==> src/rtl/matrix_result_tx_fsm.sv <==
// Transmit-side frame builder: reads N result words from the result RAM and
// serialises START, LEN, CMD, {D_hi, D_lo} x N, END through a byte UART TX.
module matrix_result_tx_fsm #(
  parameter int                DATA_W     = 8,
  parameter int                RES_W      = 16,
  parameter int                MAX_LEN    = 16,
  parameter int                ADDR_W     = 4,
  parameter logic [DATA_W-1:0] START_BYTE = 8'hFE,
  parameter logic [DATA_W-1:0] END_BYTE   = 8'hEF,
  localparam int               CNT_W      = $clog2(MAX_LEN + 1)
) (
  input  logic              clk,
  input  logic              reset,
  input  logic              start,
  input  logic [CNT_W-1:0]  n_elems,
  input  logic [DATA_W-1:0] cmd,
  output logic              rd_en,
  output logic [ADDR_W-1:0] rd_addr,
  input  logic [RES_W-1:0]  rd_data,
  input  logic              tx_ready,
  output logic              tx_send,
  output logic [DATA_W-1:0] tx_byte,
  output logic              busy,
  output logic              done
);

  typedef enum logic [3:0] {
    IDLE, S_START, S_LEN, S_CMD, FETCH, RD_WAIT, LATCH, S_HI, S_LO, S_END, HOLD
  } state_t;

  state_t              state, state_d, ret_q, ret_d;
  logic [CNT_W-1:0]    len_q, len_d, idx, idx_d, idx_inc;
  logic [DATA_W-1:0]   cmd_q, cmd_d, tx_byte_d, send_val;
  logic [RES_W-1:0]    word_q, word_d;
  logic [ADDR_W-1:0]   rd_addr_d;
  logic                rd_en_d, tx_send_d, busy_d, done_d, is_send;
  state_t              send_next;

  assign idx_inc = idx + CNT_W'(1);

  // NOTE: every signal gets a default before the case so no path can infer a latch.
  always_comb begin
    state_d   = state;
    ret_d     = ret_q;
    len_d     = len_q;
    cmd_d     = cmd_q;
    idx_d     = idx;
    word_d    = word_q;
    rd_en_d   = 1'b0;
    rd_addr_d = rd_addr;
    tx_send_d = 1'b0;
    tx_byte_d = tx_byte;
    busy_d    = busy;
    done_d    = 1'b0;
    is_send   = 1'b0;
    send_val  = '0;
    send_next = IDLE;

    case (state)
      IDLE: begin
        if (start) begin
          len_d   = (n_elems > CNT_W'(MAX_LEN)) ? CNT_W'(MAX_LEN) : n_elems;
          cmd_d   = cmd;
          idx_d   = '0;
          busy_d  = 1'b1;
          state_d = S_START;
        end
      end
      S_START: begin
        is_send   = 1'b1;
        send_val  = START_BYTE;
        send_next = S_LEN;
      end
      S_LEN: begin
        is_send   = 1'b1;
        send_val  = DATA_W'(len_q);
        send_next = S_CMD;
      end
      S_CMD: begin
        is_send   = 1'b1;
        send_val  = cmd_q;
        send_next = (len_q == '0) ? S_END : FETCH;
      end
      FETCH: begin
        rd_en_d   = 1'b1;
        rd_addr_d = ADDR_W'(idx);
        state_d   = RD_WAIT;
      end
      RD_WAIT: state_d = LATCH;
      LATCH: begin
        word_d  = rd_data;
        state_d = S_HI;
      end
      S_HI: begin
        is_send   = 1'b1;
        send_val  = word_q[RES_W-1:DATA_W];
        send_next = S_LO;
      end
      S_LO: begin
        is_send   = 1'b1;
        send_val  = word_q[DATA_W-1:0];
        send_next = (idx_inc == len_q) ? S_END : FETCH;
        if (tx_ready) idx_d = idx_inc;
      end
      S_END: begin
        is_send   = 1'b1;
        send_val  = END_BYTE;
        send_next = IDLE;
      end
      HOLD: begin
        // A low tx_ready means the UART has taken the byte.
        if (!tx_ready) begin
          state_d = ret_q;
          if (ret_q == IDLE) begin
            busy_d = 1'b0;
            done_d = 1'b1;
          end
        end
      end
      default: state_d = IDLE;
    endcase

    if (is_send && tx_ready) begin
      tx_send_d = 1'b1;
      tx_byte_d = send_val;
      ret_d     = send_next;
      state_d   = HOLD;
    end
  end

  // NOTE: sequential state uses non-blocking assignments so all registers update together.
  always_ff @(posedge clk or posedge reset) begin
    if (reset) begin
      state   <= IDLE;
      ret_q   <= IDLE;
      len_q   <= '0;
      cmd_q   <= '0;
      idx     <= '0;
      word_q  <= '0;
      rd_en   <= 1'b0;
      rd_addr <= '0;
      tx_send <= 1'b0;
      tx_byte <= '0;
      busy    <= 1'b0;
      done    <= 1'b0;
    end else begin
      state   <= state_d;
      ret_q   <= ret_d;
      len_q   <= len_d;
      cmd_q   <= cmd_d;
      idx     <= idx_d;
      word_q  <= word_d;
      rd_en   <= rd_en_d;
      rd_addr <= rd_addr_d;
      tx_send <= tx_send_d;
      tx_byte <= tx_byte_d;
      busy    <= busy_d;
      done    <= done_d;
    end
  end

endmodule

==> config.mk <==
export PLATFORM = sky130hd
export DESIGN_NAME = matrix_result_tx_fsm
export DESIGN_NICKNAME = d
export VERILOG_FILES = /design/src/rtl/matrix_result_tx_fsm.sv
export SDC_FILE = /design/constraint.sdc
export NUM_CORES = 1
export LEC_CHECK = 0
export CORE_ASPECT_RATIO = 1.5
export CORE_MARGIN = 2
export CORE_UTILIZATION = 30
export DETAILED_ROUTE_END_ITERATION = 16
export PLACE_DENSITY = 0.59
export SYNTH_ARGS = -nofsm -noshare
export SYNTH_HDL_FRONTEND = slang
export SYNTH_SLANG_ARGS = --single-unit
==> constraint.sdc <==
create_clock -name clk -period 4.4 [get_ports clk]
set_clock_uncertainty 0.1 [all_clocks]
set_input_delay 0.44 -clock clk [delete_from_list [all_inputs] [get_ports clk]]
set_output_delay 0.44 -clock clk [all_outputs]
set_load 0.03 [all_outputs]
==> out/metrics.csv, run 1 <==
stage;metric;value;unit
outcome;status;finished, final reports clean;
timing;setup repair after global routing missed its margin;no;
setup_path;Setup crit start kind;flop;
min_path;Worst Hold Class;flop to flop;
pwr;maximum VDD drop;0.365;mV
floorplanning;initial core utilization;30.6;%
synth;Synth area leaders;dfrtp_1, mux2_2, a22oi_1;
detailed_routing;initial DRC count;161;
synth;syn avg cell area;11.5;um^2
synth;Synth async-reset ratio;100;%
clock_tree;CTS H-Tree Depth;3;
clock_tree;post-cts resize count;0;
place;RePlAce Congestion;0.771;
min_path;Hold Crit Start;tx_byte[5];
timing;worst hold slack;0.394;ns
synth;sequential area share after synthesis;49.6;%
synth;Post-synth EDFFs;0;
clock_tree;Clock Latency Late Sink;0.33;ns
finish;area added between synthesis and finish;28.9;%
timing;Final Hold Vio Count;0;
detailed_routing;Routed WL per cell;15.7;um
timing;Period Utilization, post-route;58.2;%
floorplanning;Std-Cell Rows;44;
global_routing;first-pass GRT wire length;10900;um
floorplanning;die area;0.0106;mm^2
clock_tree;Clk pin slew, worst setup/hold paths;0.05;ns
detailed_routing;Via density;5.13;
detailed_routing;Vias;2138;
timing;Tightest Pin Transition;0.874;ns
timing;Max Freq;390;MHz
floorplanning;Die X;84.7;um
setup_path;CP startpoint;state[3];
clock_tree;hold buffer count at cts;0;
global_routing;initial antenna violation count;0;
timing;Setup TNS Final;0;ns
global_routing;grt total ovfl;0;
setup_path;R2R cell count;4;
synth;total nets after synthesis;288;
synth;most numerous cell in the Yosys netlist;dfrtp_1;
place;port bufs;48;
clock_tree;Root Buffer;clkbuf_16;
timing;minimum clock period;2.56;ns
clock_tree;clk buf depth;2;
synth;Unique masters post-synth;52;
place;DP HPWL;4790;um
finish;antenna cell count;0;
detailed_routing;TritonRoute pass-1 iters;4;
synth;area leader, netlist;dfrtp_1;
detailed_routing;final WL;6550;um
finish;Net count, final;331;
setup_path;CP endpoint kind;flop;
timing;Final Setup Violations;0;
pwr;Pwr Density;705;mW/mm^2
job;max_cap viols;0;
pwr;total power draw;2660;uW
synth;post-synth top area share;49.6;%
setup_path;Crit Reg-Reg Endpoint;idx[4];
synth;Synth top cells by count;dfrtp_1, mux2_2, nand2_1;
synth;YS warnings;0;
floorplanning;total core area;0.00958;mm^2
timing;Slew HR;41.6;%
floorplanning;chip height;125;um
detailed_routing;post-route ant nets;0;
setup_path;WS Path Type;flop to flop;
detailed_routing;DRC viols;0;
pwr;Lkg Pwr;0.00157;uW
clock_tree;# Post-CTS Setup Buffers;0;
synth;Most used DFF post-synth;dfrtp_1;
floorplanning;Boundary Pins;49;
synth;Yosys reg bits;58;
setup_path;RR Startpoint;state[3];
setup_path;crit path DAT;2.67;ns
clock_tree;CTS buffer count;9;
finish;share of layout cells above drive strength 1;19.5;%
setup_path;CP endpoint;idx[4];
clock_tree;CTS sink count;58;
clock_tree;TritonCTS clock tree;yes;
setup_path;setup slack, reg-to-reg;1.84;ns
timing;Slew Viols, Final;0;
synth;Synth Cell Area;0.00293;mm^2
setup_path;crit path max fanout;22;
synth;cells after synthesis;254;
setup_path;Worst Path Required;4.51;ns
global_routing;vias in the first global route;2223;
global_routing;Total GRT Usage;13.3;%
global_routing;largest net degree at the start of global routing;42;
## where the power goes
| group | total [uW] | switching, uW | internal, uW |
|---|---|---|---|
| logic | 954 | 459 | 495 |
| registers | 1010 | 248 | 757 |
| clock network | 703 | 236 | 467 |
## registers in the layout (all words and copies together), names as in the netlist
register,flops
word_q,16
cmd_q,8
tx_byte,8
idx,5
len_q,5
rd_addr,4
ret_q,4
state,4
busy,1
done,1
rd_en,1
tx_send,1
## final cells by class
class                      count  area (um^2)
tap                          115          144
clock buffer                  12          256
inverter                       6         22.5
fill                         982         5800
multi-input combinational    172         1360
clock inverter                 4         50.0
sequential                    58         1450
timing repair buffer          50          495
## metal layers
layer	wire length (um)	part of all wire [%]	GRT usage [%]
met1	2600	40	14.6
met2	3520	54	23.0
met3	198	3.0	3.10
met4	234	3.6	7.75
met5	0	0	0
## placed cells by master, fill, tap and decap left out, drive strengths merged, types with 4 or more instances in the layout
cell type	count
a21o	7
a21oi	6
a22oi	10
a31oi	9
clkbuf	12
clkdlybuf4s50	48
dfrtp	58
inv	6
mux2	32
mux2i	4
nand2	19
nand2b	6
nor2	10
nor2b	7
o21ai	9
xnor2	4
## how the worst min path moves through the flow
stage / cells after the start / end / slack (ns)
2_1_floorplan: 1 / done / 0.34
3_3_place_gp: 1 / tx_byte[5] / 0.39
3_5_place_dp: 1 / tx_byte[1] / 0.38
4_1_cts: 1 / tx_byte[7] / 0.40
5_1_grt: 1 / tx_byte[7] / 0.41
6_report: 1 / tx_byte[5] / 0.39
## worst max-delay path, cell delays in order, from the launching register on
cell and delay [ns]:
dfrtp_1 0.58, nor2_1 0.32, nand3_1 0.67, mux2_2 0.55, a22o_1 0.23
## per-stage QoR
stage	setup slack [ns]	area, um^2	util (%)	std cells
final	1.84	3770	39.4	417
after global routing	1.61	3770	39.4	417
after CTS	1.83	3770	39.4	417
after detailed placement	1.82	3470	36.2	401
after global placement	1.86	3470	36.2	401
after floorplan	2.43	2930	-	254
## logic make-up (layout without fill, tap and decap cells)
group           Yosys count  in the layout  synth area share [%]
compound gates           65             65                  16.6
simple gates             64             64                  13.8
flops                    58             58                  49.6
mux                      36             36                  13.7
buf+inv                  24             72                  4.15
xor+xnor                  6              6                  1.79
fa+ha+maj                 1              1                 0.427
(Power assumes the default switching activity.)
==> inputs of run 2 (changes only) <==
Clock period 4.4 ns to 2.45 ns, I/O delays scaled along.
==> out/metrics.csv, run 2 (same netlist as run 1, synthesis figures left out) <==
stage;metric;value;unit;change
clock_tree;CTS buffer count;9;;unchanged
timing;Final Hold Vio Count;0;;unchanged
global_routing;Total GRT Usage;13.8;%;+0.53 points
setup_path;WS Path Type;flop to flop;;
pwr;Lkg Pwr;0.00163;uW;+3.5%
detailed_routing;Vias;2168;;+1.4%
pwr;Pwr Density;1280;mW/mm^2;+81%
job;max_cap viols;0;;unchanged
timing;Max Freq;454;MHz;+16%
finish;share of layout cells above drive strength 1;21.0;%;+1.5 points
clock_tree;Clk pin slew, worst setup/hold paths;0.05;ns;about the same
clock_tree;hold buffer count at cts;0;;unchanged
timing;Tightest Pin Transition;0.456;ns;-0.418 ns
finish;antenna cell count;0;;unchanged
place;RePlAce Congestion;0.772;;about the same
finish;area added between synthesis and finish;31.9;%;
setup_path;CP endpoint kind;flop;;
global_routing;vias in the first global route;2340;;+5.3%
setup_path;RR Startpoint;state[3];;
timing;setup repair after global routing missed its margin;no;;
global_routing;first-pass GRT wire length;11500;um;+5.4%
outcome;status;finished, final reports clean;;
floorplanning;die area;0.0106;mm^2;unchanged
place;DP HPWL;4940;um;+2.9%
timing;Final Setup Violations;0;;unchanged
clock_tree;TritonCTS clock tree;yes;;
finish;Core Util, Final;40.3;%;+0.90 points
finish;leading cell type in the layout, fill and taps excluded;dfrtp_1;;
setup_path;worst path buffer plus inverter count;0;;unchanged
clock_tree;Clock Latency Late Sink;0.33;ns;about the same
pwr;maximum VDD drop;0.493;mV;+35%
finish;Net count, final;339;;+2.4%
timing;minimum clock period;2.20;ns;-0.357 ns
floorplanning;Die X;84.7;um;unchanged
setup_path;Crit. path cell count;4;;unchanged
setup_path;crit path max fanout;14;;-36%
global_routing;initial antenna violation count;0;;unchanged
detailed_routing;post-route ant nets;0;;unchanged
detailed_routing;TritonRoute pass-1 iters;5;;+1
setup_path;Worst Path Required;2.55;ns;-1.96 ns
timing;Slew Viols, Final;0;;unchanged
finish;most frequent cells in the layout;dfrtp_1, clkdlybuf4s50_1, mux2_2;;
clock_tree;CTS sink count;58;;unchanged
setup_path;Crit Reg-Reg Endpoint;idx[4];;
finish;Biggest register;word_q;;
setup_path;cell family with most CP delay;simple AND/OR/NAND/NOR gates;;
place;port bufs;48;;unchanged
setup_path;Crit-path slowest cell;dfrtp_1;;
setup_path;setup slack, reg-to-reg;0.25;ns;-1.59 ns
detailed_routing;initial DRC count;117;;-27%
min_path;Worst Hold Class;primary input to asynchronous set/reset pin;;
finish;fill cell count;974;;-0.81%
clock_tree;Root Buffer;clkbuf_16;;
floorplanning;initial core utilization;30.6;%;unchanged
clock_tree;post-cts resize count;0;;unchanged
setup_path;ordered list of cells on the worst path;nor4b_1 -> and2_1 -> mux2_2 -> a22o_1;;
floorplanning;Std-Cell Rows;44;;unchanged
setup_path;CP startpoint;state[3];;
clock_tree;CTS H-Tree Depth;3;;unchanged
setup_path;crit path DAT;2.30;ns;-0.37 ns
floorplanning;Boundary Pins;49;;unchanged
finish;max reg flops;16;;unchanged
global_routing;grt total ovfl;0;;unchanged
finish;Top Registers;word_q: 16 flops, cmd_q: 8 flops, tx_byte: 8 flops;;
clock_tree;# Post-CTS Setup Buffers;0;;unchanged
setup_path;R2R cell count;4;;unchanged
clock_tree;clk buf depth;2;;unchanged
floorplanning;chip height;125;um;unchanged
setup_path;Setup crit start kind;flop;;
floorplanning;total core area;0.00958;mm^2;unchanged
detailed_routing;Via density;5.11;;-0.27%
timing;Period Utilization, post-route;89.9;%;+32 points
setup_path;CP peak stage delay;0.56;ns;-0.11 ns
detailed_routing;final WL;6750;um;+3.0%
timing;Slew HR;69.2;%;+28 points
detailed_routing;DRC viols;0;;unchanged
global_routing;largest net degree at the start of global routing;59;;+40%
timing;Setup TNS Final;0;ns;unchanged
detailed_routing;Routed WL per cell;15.9;um;+1.3%
-- run 2: how the worst max path moves through the flow --
stage / endpoint / slack (ns)
finish: idx[4] / 0.25
global route: idx[4] / 0.16
CTS: idx[4] / 0.27
detailed placement: idx[4] / 0.31
global placement: idx[4] / 0.39
floorplan: word_q[0] / 0.65
-- run 2: worst min-delay path, delay by kind of cell --
kind	cells	cell delay, ns
buffers and inverters	3	0.74
-- run 2: stage by stage --
| step | total power (uW) | setup WS (ns) | instance area (um^2) | hold WS (ns) | cells |
|---|---|---|---|---|---|
| after global routing | 5260 | 0.165 | 3860 | 0.219 | 424 |
| after floorplan | 3040 | 0.651 | 2930 | 0.293 | 254 |
| after detailed placement | 3630 | 0.306 | 3540 | 0.383 | 409 |
| after global placement | 3590 | 0.389 | 3540 | 0.390 | 409 |
| final | 4940 | 0.246 | 3860 | 0.185 | 424 |
| after CTS | 5000 | 0.274 | 3860 | 0.218 | 424 |
-- run 2: final cells by class --
cell class              instances  area [um^2]  area share (%)
clock buffers                  13          260            6.74
clock inverters                 2         60.1            1.56
repair buffers                 58          568            14.7
flip-flops and latches         58         1450            37.6
multi-input cells             172         1360            35.1
well taps                     115          144            3.73
inverters                       6         22.5           0.583
-- run 2: routing by layer --
metal | GRT usage (%) | share of wire, % | vias up
li1 | - | - | 1036
met1 | 15.3 | 39 | 1078
met2 | 24.5 | 56 | 43
met3 | 3.30 | 3.0 | 11
met4 | 6.63 | 2.4 | 0
met5 | 0 | 0 | -
-- run 2: where the power goes --
part | leakage [uW] | switching, uW | internal [uW]
logic | 0.000744 | 967 | 943
registers | 0.000726 | 325 | 1360
clock network | 0.000156 | 404 | 938
==> inputs of run 3 (changes only) <==
Clock period 2.45 ns to 2.7 ns, I/O delays scaled along.
==> out/metrics.csv, run 3 (same netlist as run 1, synthesis figures left out) <==
stage;metric;value;unit;change
outcome;status;finished, final reports clean;;
finish;leading cell type in the layout, fill and taps excluded;dfrtp_1;;
floorplanning;Die X;84.7;um;unchanged
detailed_routing;TritonRoute pass-1 iters;4;;-1
setup_path;ordered list of cells on the worst path;nand2b_1 -> nor3b_4 -> buf_4 -> mux2_2;;
clock_tree;Clk pin slew, worst setup/hold paths;0.06;ns;about the same
timing;Tightest Pin Transition;0.619;ns;+0.163 ns
global_routing;first-pass GRT wire length;11100;um;-3.5%
finish;Core Util, Final;40.5;%;+0.22 points
clock_tree;post-cts resize count;0;;unchanged
timing;Period Utilization, post-route;81.9;%;-8.1 points
finish;design area;0.00388;mm^2;+0.55%
setup_path;CP peak stage delay;0.63;ns;+0.07 ns
clock_tree;CTS buffer count;9;;unchanged
timing;Setup TNS Final;0;ns;unchanged
timing;minimum clock period;2.21;ns;+0.00678 ns
finish;share of layout cells above drive strength 1;21.7;%;+0.65 points
clock_tree;CTS H-Tree Depth;3;;unchanged
place;RePlAce Congestion;0.772;;about the same
finish;Top Registers;word_q: 16 flops, cmd_q: 8 flops, tx_byte: 8 flops;;
timing;worst hold slack;0.242;ns;+0.0579 ns
pwr;maximum VDD drop;0.447;mV;-9.3%
global_routing;initial antenna violation count;0;;unchanged
timing;worst setup margin;0.490;ns;+0.243 ns
finish;Net count, final;338;;-0.29%
global_routing;grt total ovfl;0;;unchanged
timing;Final Setup Violations;0;;unchanged
setup_path;worst path buffer plus inverter count;1;;+1
floorplanning;initial core utilization;30.6;%;unchanged
clock_tree;CTS sink count;58;;unchanged
detailed_routing;Vias;2166;;-0.092%
pwr;Lkg Pwr;0.00164;uW;+0.66%
floorplanning;die area;0.0106;mm^2;unchanged
global_routing;vias in the first global route;2220;;-5.1%
timing;Slew HR;58.7;%;-11 points
clock_tree;hold buffer count at cts;0;;unchanged
timing;Final Hold Vio Count;0;;unchanged
detailed_routing;initial DRC count;154;;+32%
finish;area added between synthesis and finish;32.6;%;
floorplanning;Boundary Pins;49;;unchanged
finish;max reg flops;16;;unchanged
clock_tree;clk buf depth;2;;unchanged
clock_tree;Clock Latency Late Sink;0.33;ns;about the same
clock_tree;TritonCTS clock tree;yes;;
timing;Slew Viols, Final;0;;unchanged
place;pre-CTS setup slack;0.495;ns;+0.190 ns
timing;setup repair after global routing missed its margin;no;;
global_routing;largest net degree at the start of global routing;33;;-44%
floorplanning;chip height;125;um;unchanged
detailed_routing;DRC viols;0;;unchanged
place;dpl cell area;0.00353;mm^2;-0.21%
floorplanning;Std-Cell Rows;44;;unchanged
job;max_cap viols;0;;unchanged
setup_path;Crit-path slowest cell;dfrtp_1;;
setup_path;CP endpoint kind;flop;;
min_path;Worst Hold Class;primary input to asynchronous set/reset pin;;
finish;antenna cell count;0;;unchanged
place;port bufs;48;;unchanged
place;DP HPWL;4950;um;+0.30%
setup_path;WS Path Type;flop to flop;;
clock_tree;Root Buffer;clkbuf_16;;
detailed_routing;Routed WL per cell;15.8;um;-0.79%
floorplanning;total core area;0.00958;mm^2;unchanged
detailed_routing;Via density;5.11;;about the same
timing;Max Freq;452;MHz;-0.31%
setup_path;crit path DAT;2.32;ns;+0.02 ns
setup_path;Setup crit start kind;flop;;
pwr;Pwr Density;1170;mW/mm^2;-8.2%
detailed_routing;final WL;6700;um;-0.79%
setup_path;Worst Path Required;2.81;ns;+0.26 ns
finish;most frequent cells in the layout;dfrtp_1, clkdlybuf4s50_1, mux2_2;;
setup_path;cell family with most CP delay;simple AND/OR/NAND/NOR gates;;
detailed_routing;post-route ant nets;0;;unchanged
setup_path;crit path max fanout;15;;+1
clock_tree;# Post-CTS Setup Buffers;0;;unchanged
global_routing;Total GRT Usage;13.4;%;-0.38 points
finish;Biggest register;word_q;;
run 3: final cells by class:
type,count,area (um^2)
multi-input cells,172,1360
fillers,935,5700
clock buffers,13,280
flip-flops and latches,58,1450
well taps,115,144
repair buffers,57,561
inverters,6,22.5
clock inverters,3,68.8
run 3: stage by stage:
stage	instances	power [uW]
6_report	424	4560
5_1_grt	424	4820
4_1_cts	424	4610
3_5_place_dp	408	3290
3_3_place_gp	408	3260
2_1_floorplan	254	2760
run 3: worst paths after layout:
kind	start	to	slack, ns	cells past startpoint
setup / recovery	state[2]	word_q[10]	0.49	4
hold / removal	reset	len_q[1]	0.24	2
setup reg to reg	state[2]	word_q[10]	0.49	4
hold reg to reg	tx_byte[6]	tx_byte[6]	0.40	1
max in group asynchronous	reset	cmd_q[7]	1.68	3
min in group clk	tx_byte[6]	tx_byte[6]	0.40	1
run 3: per-layer routing:
metal / part of all wire [%] / GRT usage, % / vias to the layer above
met3: 4.2 / 3.50 / 20
met1: 39 / 15.1 / 1060
met2: 53 / 22.6 / 56
met5: 0 / 0 / -
li1: - / - / 1030
met4: 4.4 / 8.03 / 0
run 3: report_power, final:
| part | switching [uW] | internal (uW) |
|---|---|---|
| Clock | 389 | 909 |
| Sequential | 315 | 1240 |
| Combinational | 858 | 852 |
